**src/rtl/mmio_uart_tx_pkg.sv**
```systemverilog
// Shared register map, STATUS layout and FSM encoding for the memory-mapped UART transmitter.
package mmio_uart_tx_pkg;

  localparam int unsigned DATA_W = 8;
  localparam int unsigned DIV_W  = 16;

  localparam logic [1:0] REG_TXDATA  = 2'd0;
  localparam logic [1:0] REG_STATUS  = 2'd1;
  localparam logic [1:0] REG_DIVISOR = 2'd2;
  localparam logic [1:0] REG_RSVD    = 2'd3;

  // Write-one-to-clear position of the sticky overflow flag.
  localparam int unsigned ST_OVF = 3;

  typedef enum logic [1:0] {
    S_IDLE  = 2'd0,
    S_START = 2'd1,
    S_DATA  = 2'd2,
    S_STOP  = 2'd3
  } tx_state_e;

  typedef struct packed {
    logic [19:0] rsvd_hi;
    logic [3:0]  count;
    logic [3:0]  rsvd_lo;
    logic        overflow;
    logic        empty;
    logic        full;
    logic        busy;
  } status_t;

  // A zero divisor would stall the baud counter; treat it as one clock per bit.
  function automatic logic [DIV_W-1:0] clamp_div(input logic [DIV_W-1:0] d);
    return (d == '0) ? DIV_W'(1) : d;
  endfunction

endpackage

```
**src/rtl/mmio_uart_tx_fifo.sv**
```systemverilog
// Byte FIFO feeding the UART serialiser; pointers wrap naturally on a power-of-2 depth.
module mmio_uart_tx_fifo
  import mmio_uart_tx_pkg::*;
#(
  parameter int unsigned DEPTH = 8,
  parameter int unsigned CNT_W = $clog2(DEPTH) + 1
) (
  input  logic              clk,
  input  logic              rst,
  input  logic              push,
  input  logic              pop,
  input  logic [DATA_W-1:0] din,
  output logic [DATA_W-1:0] dout_c,
  output logic              full_c,
  output logic              empty_c,
  output logic [CNT_W-1:0]  count
);

  localparam int unsigned AW = $clog2(DEPTH);

  logic [DATA_W-1:0] mem [DEPTH];
  logic [AW-1:0]     wr_ptr;
  logic [AW-1:0]     rd_ptr;
  logic              do_push;
  logic              do_pop;

  assign full_c  = (count == CNT_W'(DEPTH));
  assign empty_c = (count == '0);
  assign dout_c  = mem[rd_ptr];

  // A push into a full FIFO is only accepted when the head leaves in the same cycle.
  assign do_push = push && (!full_c || pop);
  assign do_pop  = pop && !empty_c;

  always_ff @(posedge clk) begin
    if (do_push) mem[wr_ptr] <= din;
  end

  always_ff @(posedge clk or negedge rst) begin
    if (!rst) begin
      wr_ptr <= '0;
      rd_ptr <= '0;
      count  <= '0;
    end else begin
      if (do_push) wr_ptr <= wr_ptr + AW'(1);
      if (do_pop)  rd_ptr <= rd_ptr + AW'(1);
      case ({do_push, do_pop})
        2'b10:   count <= count + CNT_W'(1);
        2'b01:   count <= count - CNT_W'(1);
        default: count <= count;
      endcase
    end
  end

endmodule

```
**src/rtl/mmio_uart_tx.sv**
```systemverilog
// Memory-mapped 8N1 UART transmitter: register decode, TX FIFO, baud/bit counters and frame FSM.
module mmio_uart_tx
  import mmio_uart_tx_pkg::*;
#(
  parameter logic [31:0]      BASE_ADDR  = 32'h0000_4000,
  parameter int unsigned      FIFO_DEPTH = 8,
  parameter logic [DIV_W-1:0] DIV_RESET  = 16'd434
) (
  input  logic        clk,
  input  logic        rst,
  input  logic        write,
  input  logic [3:0]  mask_singal,
  input  logic [31:0] store_data,
  input  logic [31:0] address,
  output logic        hit,
  output logic [31:0] rdata,
  output logic        tx,
  output logic        irq_empty
);

  localparam int unsigned CNT_W = $clog2(FIFO_DEPTH) + 1;

  logic [1:0]        offset;
  logic              wr_en;
  logic              push_req;
  logic              ovf_clr;
  logic              pop;
  logic [DATA_W-1:0] fifo_dout;
  logic              fifo_full;
  logic              fifo_empty;
  logic [CNT_W-1:0]  fifo_count;
  logic              overflow;
  logic [DIV_W-1:0]  divisor;
  logic [DIV_W-1:0]  load_div;
  tx_state_e         state;
  logic [DATA_W-1:0] shift;
  logic [2:0]        bit_cnt;
  logic [DIV_W-1:0]  baud_cnt;
  logic [DIV_W-1:0]  div_q;
  status_t           status;
  logic              unused_bits;

  assign offset   = address[3:2];
  assign hit      = (address[31:4] == BASE_ADDR[31:4]);
  assign wr_en    = write && hit;
  assign push_req = wr_en && (offset == REG_TXDATA) && mask_singal[0];
  assign ovf_clr  = wr_en && (offset == REG_STATUS) && mask_singal[0] && store_data[ST_OVF];
  assign load_div = clamp_div(divisor);

  // Head leaves the FIFO when a frame starts, either from idle or straight out of a stop bit.
  assign pop = !fifo_empty &&
               ((state == S_IDLE) || ((state == S_STOP) && (baud_cnt == '0)));

  assign irq_empty   = fifo_empty && (state == S_IDLE);
  assign unused_bits = ^{address[1:0], mask_singal[3:2], store_data[31:16]};

  mmio_uart_tx_fifo #(
    .DEPTH (FIFO_DEPTH),
    .CNT_W (CNT_W)
  ) u_fifo (
    .clk     (clk),
    .rst     (rst),
    .push    (push_req),
    .pop     (pop),
    .din     (store_data[DATA_W-1:0]),
    .dout_c  (fifo_dout),
    .full_c  (fifo_full),
    .empty_c (fifo_empty),
    .count   (fifo_count)
  );

  // Sticky overflow: set when a byte is dropped, cleared by writing 1 to its STATUS bit.
  always_ff @(posedge clk or negedge rst) begin
    if (!rst) begin
      overflow <= 1'b0;
    end else if (push_req && fifo_full && !pop) begin
      overflow <= 1'b1;
    end else if (ovf_clr) begin
      overflow <= 1'b0;
    end
  end

  always_ff @(posedge clk or negedge rst) begin
    if (!rst) begin
      divisor <= DIV_RESET;
    end else if (wr_en && (offset == REG_DIVISOR)) begin
      if (mask_singal[0]) divisor[7:0]  <= store_data[7:0];
      if (mask_singal[1]) divisor[15:8] <= store_data[15:8];
    end
  end

  // Frame sequencer; every non-idle state holds for div_q clocks latched at frame start.
  always_ff @(posedge clk or negedge rst) begin
    if (!rst) begin
      state    <= S_IDLE;
      shift    <= '0;
      bit_cnt  <= '0;
      baud_cnt <= '0;
      div_q    <= '0;
    end else begin
      case (state)
        S_IDLE: begin
          if (!fifo_empty) begin
            shift    <= fifo_dout;
            div_q    <= load_div;
            baud_cnt <= load_div - DIV_W'(1);
            state    <= S_START;
          end
        end
        S_START: begin
          if (baud_cnt == '0) begin
            baud_cnt <= div_q - DIV_W'(1);
            bit_cnt  <= '0;
            state    <= S_DATA;
          end else begin
            baud_cnt <= baud_cnt - DIV_W'(1);
          end
        end
        S_DATA: begin
          if (baud_cnt == '0) begin
            baud_cnt <= div_q - DIV_W'(1);
            if (bit_cnt == 3'd7) begin
              state <= S_STOP;
            end else begin
              bit_cnt <= bit_cnt + 3'd1;
              shift   <= {1'b0, shift[DATA_W-1:1]};
            end
          end else begin
            baud_cnt <= baud_cnt - DIV_W'(1);
          end
        end
        S_STOP: begin
          if (baud_cnt == '0) begin
            if (!fifo_empty) begin
              shift    <= fifo_dout;
              div_q    <= load_div;
              baud_cnt <= load_div - DIV_W'(1);
              state    <= S_START;
            end else begin
              state <= S_IDLE;
            end
          end else begin
            baud_cnt <= baud_cnt - DIV_W'(1);
          end
        end
        default: state <= S_IDLE;
      endcase
    end
  end

  // Line driver trails the sequencer by one clock.
  always_ff @(posedge clk or negedge rst) begin
    if (!rst) begin
      tx <= 1'b1;
    end else begin
      case (state)
        S_START: tx <= 1'b0;
        S_DATA:  tx <= shift[0];
        default: tx <= 1'b1;
      endcase
    end
  end

  always_comb begin
    status          = '0;
    status.busy     = (state != S_IDLE);
    status.full     = fifo_full;
    status.empty    = fifo_empty;
    status.overflow = overflow;
    status.count    = 4'(fifo_count);
  end

  always_comb begin
    rdata = '0;
    if (hit) begin
      case (offset)
        REG_STATUS:  rdata = status;
        REG_DIVISOR: rdata = 32'(divisor);
        REG_TXDATA:  rdata = '0;
        REG_RSVD:    rdata = '0;
        default:     rdata = '0;
      endcase
    end
  end

endmodule
```
**config.mk**
```make
export PLATFORM = sky130hd
export DESIGN_NAME = mmio_uart_tx
export DESIGN_NICKNAME = d
export VERILOG_FILES = /design/src/rtl/mmio_uart_tx_pkg.sv /design/src/rtl/mmio_uart_tx_fifo.sv /design/src/rtl/mmio_uart_tx.sv
export SDC_FILE = /design/constraint.sdc
export NUM_CORES = 1
export LEC_CHECK = 0
export CAP_MARGIN = 10
export CORE_ASPECT_RATIO = 0.7
export CORE_MARGIN = 2
export CORE_UTILIZATION = 55
export DETAILED_ROUTE_END_ITERATION = 10
export PLACE_DENSITY = 0.8
export SLEW_MARGIN = 20
export SYNTH_ARGS = -nofsm -noshare
export SYNTH_HDL_FRONTEND = slang
export SYNTH_SLANG_ARGS = --single-unit
```
**constraint.sdc**
```tcl
create_clock -name clk -period 4.1 [get_ports clk]
set_input_delay 0.41 -clock clk [delete_from_list [all_inputs] [get_ports clk]]
set_output_delay 0.41 -clock clk [all_outputs]
set_load 0.03 [all_outputs]
```
# == After elaboration in Yosys (flattened, before gate mapping) ==
# Memory sizes are Yosys's and may differ from the RTL's.
# Cells that the tools add are included.
# classes
addsub,8
eq_ne,17
reduce_logical,38
n_mux,32
# op_table
op,n
16-bit 2-to-1 mux,6
32-bit case mux with 3 select lines,1
16-bit case mux with 3 select lines,1
"16-bit by 1-bit subtractor with 16-bit output, second input constant",3
16-bit zero test,2
32-bit 2-to-1 mux,1
8-bit 2-to-1 mux,4
16-bit case mux with 2 select lines,1
"28-bit by 11-bit equality test with 1-bit output, second input constant",1
8-bit case mux with 3 select lines,1
1-bit logical AND,14
"2-bit equality test, second input constant",5
2-bit 2-to-1 mux,5
"2-bit inequality test, second input constant",5
2-bit nonzero test,5
"3-bit by 1-bit adder with 3-bit output, second input constant",3
3-bit 2-to-1 mux,3
2-bit case mux with 4 select lines,1
4-bit case mux with 2 select lines,1
4-bit AND reduction,2
"2-bit by 1-bit equality test with 1-bit output, second input constant",3
3-bit case mux with 2 select lines,1
2-bit AND reduction,3
1-bit 2-to-1 mux,5
other kinds (13),18
# word_totals
output_inout_bits,35
input_bits,71
mem_bits_rw,64
mem_count,1
regBits,73
elab_cells,108
# mem_list
name,words,width,read_ports,rd_ports_with_merged_regs,wr,line,source
u_fifo.mem,8,8,1,0,1,mmio_uart_tx_fifo.sv:21,logic [DATA_W-1:0] mem [DEPTH];

# == Depth between registers and ports, before layout ==
# depth
word_depth,8
mapped_depth,14
ltp_nobuf,13

# == By module ==
# Synthesis repeated with hierarchy kept, for this count alone.
# hier_totals
cells_unflattened,627
area_unflattened_um2,7393.3
# by_module_without_submodules
mod,area_per_inst_um2,seq_area_each_um2,cells_each,n_inst
mmio_uart_tx,4312.9,1584.0,467,1
mmio_uart_tx_fifo,3080.5,2172.1,160,1

# == Worst setup path before layout ==
# OpenSTA, ideal clock, no wires.
# synth_path
path_type,in2reg
startpoint,input address[17]
endpoint,register u_fifo.count[3]
setup_slack_ns,1.200
t_arrival_ns,2.768
cell_stages,13
path_buffers,1
setup_time_ns,0.132
t_required_ns,3.968
path_cell_list,nor4b_1 -> nand4_1 -> or2_1 -> buf_2 -> clkinv_1 -> nand3_4 -> ha_1 -> ha_1 -> a21o_1 -> a21oi_1 -> xnor2_1 -> nor2_1 -> xor2_1
# synth_between
elab_chain_len,7
word_cells_on_any_way,9
cone_classes,eq/ne: 3; mux: 1; reduce/logical: 5
# synth_lines
element,line,source
from (decl),mmio_uart_tx.sv:14,"input logic [31:0] address,"
28-bit by 11-bit equality test with 1-bit output (*),mmio_uart_tx.sv:44,assign hit = (address[31:4] == BASE_ADDR[31:4]);
net hit,mmio_uart_tx.sv:15,"output logic hit,"
1-bit logical AND (*),mmio_uart_tx.sv:45,assign wr_en = write && hit;
1-bit logical AND (*) (2 in a row),mmio_uart_tx.sv:46,assign push_req = wr_en && (offset == REG_TXDATA) && mask_singal[0];
1-bit logical AND (*),mmio_uart_tx_fifo.sv:32,assign do_push = push && (!full_c || pop);
2-bit by 1-bit equality test with 1-bit output / 2-bit equality test (equally long branches),mmio_uart_tx_fifo.sv:47,"case ({do_push, do_pop})"
4-bit case mux with 2 select lines / 2-bit nonzero test (equally long branches),n/a,
to (signal assigned),mmio_uart_tx_fifo.sv:48,2'b10: count <= count + CNT_W'(1);
to (signal assigned),mmio_uart_tx_fifo.sv:49,2'b01: count <= count - CNT_W'(1);
to (signal assigned),mmio_uart_tx_fifo.sv:50,default: count <= count;
to (decl),mmio_uart_tx_fifo.sv:16,output logic [CNT_W-1:0] count
# The timed path passes the listed nets; every way through them passes the cells marked *.
# A chain may end at the register's enable or synchronous reset.

# == Final worst setup path ==
# layout_path
startpoint,register divisor[4]
endpoint,register baud_cnt[6]
# layout_between
elab_chain_len,6
# layout_lines
element,line,source
from (decl),mmio_uart_tx.sv:33,logic [DIV_W-1:0] divisor;
from (signal assigned),mmio_uart_tx.sv:87,if (mask_singal[0]) divisor[7:0] <= store_data[7:0];
16-bit zero test,mmio_uart_tx_pkg.sv:34,return (d == '0) ? DIV_W'(1) : d;
16-bit 2-to-1 mux (*),mmio_uart_tx_pkg.sv:34,
16-bit by 1-bit subtractor with 16-bit output (*),"mmio_uart_tx.sv:106, mmio_uart_tx.sv:137",
16-bit 2-to-1 mux (*),"mmio_uart_tx.sv:103, mmio_uart_tx.sv:134",
16-bit 2-to-1 mux,mmio_uart_tx.sv:133,if (baud_cnt == '0) begin
16-bit case mux with 3 select lines (*),mmio_uart_tx.sv:101,case (state)
to (signal assigned),mmio_uart_tx.sv:106,baud_cnt <= load_div - DIV_W'(1);
to (signal assigned),mmio_uart_tx.sv:112,baud_cnt <= div_q - DIV_W'(1);
to (signal assigned),mmio_uart_tx.sv:137,baud_cnt <= load_div - DIV_W'(1);
to (decl),mmio_uart_tx.sv:38,logic [DIV_W-1:0] baud_cnt;
# Every way passes the cells marked *; elsewhere a longest branch is shown, timed or not.

==> impl_metrics.yaml <==
pwr:
  p_switching_uw: 730.9
  power_leakage_uw: 0.003550
  p_seq_share_pct: 45.8
  ir_drop_uv: 297.9
  comb_power_share_pct: 4.0
  p_int_uw: 2509
  swShare_pct: 22.56
  power_density_nw_per_um2: 365.7
  clkPwrFrac_pct: 50.1
  power_uw: 3240
timing:
  slew_headroom_pct: 36.19
  finalSetupTns_ps: 0
  worst_pin_slew_ps: 955.1
  finalCriticalPeriod_ps: 3551
  period_share_pct: 86.61
  fmax_ghz: 0.2816
  grt_setup_unrepaired: "false"
  drv_slew: 0
  finalHoldViolCount: 0
  setup_violations: 0
  finalClockSkew_ps: 9.932
synth:
  synthCells: 623
  synth.area.top_cells: "edfxtp_1, dfrtp_1, mux2_2, mux4_2, ha_1"
  avgSynthCellArea_um2: 11.95
  synth_flop_cell: "dfrtp_1"
  yosysSeqAreaShare_pct: 50.45
  yosys_warnings: 0
  ys_ff_latch: 137
  synth-edff-count: 64
  yosys.area.top_type: "edfxtp_1"
  syn_area_um2: 7445
  yosysTopAreaCellShare_pct: 25.82
  synth.distinct_cells: 75
  synthArstFlopShare_pct: 53.28
clock_network:
  root_buffer: "clkbuf_16"
  cts.repair.resized: 0
  numCtsBuffers: 17
  clk_pin_slew_ps: 70
  hold_buffers: 0
  clock_path_buffers: 2
  clk_latency_ps: 430
  cts_max_level: 4
  cts.sink_count: 137
  post_cts.repair.setup_buffers: 0
  cts_tree: "yes"
drt:
  drt_iter0_markers: 703
  wl_um: 19300
  routedWlPerCell_um: 21.74
  top_layer: "met4"
  drt_pass1_iterations: 6
  dr_wl_met2_um: 9177
  dr_wl_met3_um: 2080
  vias: 5600
  final_antenna_net_count: 0
  vias_per_cell: 6.306
  drc_errors: 0
  met1_length_um: 7733
global_route:
  grt_pass1_wl_um: 30870
  grt.overflow.total: 0
  grt_max_degree: 74
  grt_pass1_vias: 5665
  grt_usage_pct: 28.54
  antenna_found_initial: 0
min_path:
  hold_path_class: "in2async"
cells_and_area:
  num-fill-cells: 893
  area_delta_synth_final_pct: 18.99
  nNetsFinal: 777
  post-route-cell-area_um2: 8859
  drive_above_1_share_pct: 17.64
  diodes: 0
  fin_cells: 888
setup_path:
  timing.critical_path.fanout_max: 10
  arrival_ps: 3850
  endpoint_kind: "register"
  cp.required_ps: 4400
  critPathLaunchType: "register"
  path_class: "reg2reg"
place:
  hpwl_um: 12860
  io_buffers: 69
  dpl_cell_area_um2: 8240
  placed_cells: 856
  finalWeightedCongestion: 0.9269
status:
  status: "completed"
floorplan:
  initial_utilization_pct: 56.48
  core-area_um2: 13180
  dieWidth_um: 143.1
  core.rowCount: 35
  die_h_um: 101.3
  die_area_um2: 14500
  io-pin-count: 106
job:
  maxCapViolCount: 0
-- cells by family after synthesis --
kind of cell             synth area share [%]
XOR/XNOR                                3.647
other                                 0.05037
flip-flops                              50.45
AO/OA/AOI/OAI                           10.17
AND/OR/NAND/NOR                         14.54
multiplexers                            13.36
adder cells (fa/ha/maj)                 2.790
buffers and inverters                   4.992
-- through the flow --
stage	hold WS (ps)	util, %	setup WS [ps]
3_5_place_dp	484.8	62.52	562.1
4_1_cts	156.0	67.20	685.7
5_1_grt	201.1	67.20	487.1
6_report	104.3	67.20	548.9
2_1_floorplan	114.4	-	1200
3_3_place_gp	482.0	62.52	666.3
-- path summary, 6_finish.rpt --
path	depth (start not counted)	end	slack, ps	startpoint
setup / recovery	9	baud_cnt[6]$_DFF_PN0_	550	divisor[4]$_DFFE_PN1P_
hold / removal	1	divisor[10]$_DFFE_PN0P_	100	rst
setup reg to reg	9	baud_cnt[6]$_DFF_PN0_	550	divisor[4]$_DFFE_PN1P_
hold reg to reg	2	tx$_DFF_PN1_	500	shift[0]$_DFFE_PN0P_
max in group asynchronous	1	u_fifo.rd_ptr[0]$_DFFE_PN0P_	3290	rst
min in group clk	2	tx$_DFF_PN1_	500	shift[0]$_DFFE_PN0P_
-- power groups by stage --
stage          Combinational [µW]  Clock [µW]  Sequential [µW]
2_1_floorplan                63.2           0             1510
3_3_place_gp                  125           0             1510
3_5_place_dp                  131           0             1510
4_1_cts                       131        1630             1480
5_1_grt                       143        1700             1490
6_report                      130        1620             1480
-- critical path, stage by stage, from the launching register on --
cell,delay [ps]
dfstp_2,660
or4_1,400
nor4_1,90
nor2_1,400
ha_1,320
or3b_1,460
o31a_1,290
nor3_1,400
o31ai_1,110
a211o_1,300
-- registers in the layout, summed over array words and instances (netlist names), 2 cells and up --
| signal | flops |
|---|---|
| u_fifo.mem | 64 |
| baud_cnt | 16 |
| div_q | 16 |
| divisor | 16 |
| shift | 8 |
| u_fifo.count | 4 |
| bit_cnt | 3 |
| u_fifo.rd_ptr | 3 |
| u_fifo.wr_ptr | 3 |
| state | 2 |
-- Yosys cell counts, types with 3 or more instances --
cell and count:
nor4_1 18, nand4_1 11, o31a_1 4, nor3b_1 3, nor3_1 19, o31ai_1 4
mux2_1 6, o41ai_1 3, mux4_2 16, buf_2 9, nor4_4 4, inv_1 16
a21oi_1 21, ha_1 15, o221ai_1 3, o21ai_1 3, or3_1 6, or4_1 5
and2_1 10, dfrtp_1 67, edfxtp_1 64, o211ai_1 3, nand3_1 9, a22oi_1 7
nor2_1 41, mux2i_1 17, xor2_1 12, buf_4 22, nand2_1 34, mux2_2 34
a22o_1 5, a221o_1 6, a211oi_1 5, a31oi_1 3, clkbuf_1 17, o21ai_0 28
xnor2_1 19, buf_1 3, dfstp_2 6
-- cell type report --
type	instances	area (µm²)	area share (%)
Inverter	17	63.81	0.7203
Tap cell	185	231.5	2.613
Sequential cell	137	3757	42.42
Multi-Input combinational cell	431	3373	38.08
Timing Repair Buffer	86	815.8	9.209
Clock inverter	14	187.7	2.119
Clock buffer	18	429.2	4.845
-- metal layers --
layer,global-route usage (%),vias up
met1,37.71,2757
li1,-,2463
met2,45.42,347
met3,8.747,33
met4,9.825,0
met5,0,-
-- cells in the final DEF (no fill, tap or decap), types with 6 or more instances in the layout --
cell,count
conb_1,16
xor2_1,12
a22oi_1,7
mux4_2,16
ha_1,15
nor4_1,18
nor2_1,41
nand4_1,11
nand2_1,34
a221o_1,6
edfxtp_1,64
mux2_1,6
clkbuf_16,17
or3_1,6
dfstp_2,6
inv_1,16
buf_4,18
a21oi_1,21
mux2_2,34
nor3_1,19
dfrtp_1,66
xnor2_1,19
mux2i_1,17
o21ai_0,28
clkdlybuf4s50_1,68
nand3_1,9
and2_1,10
Power figures use the tool's default switching activity.
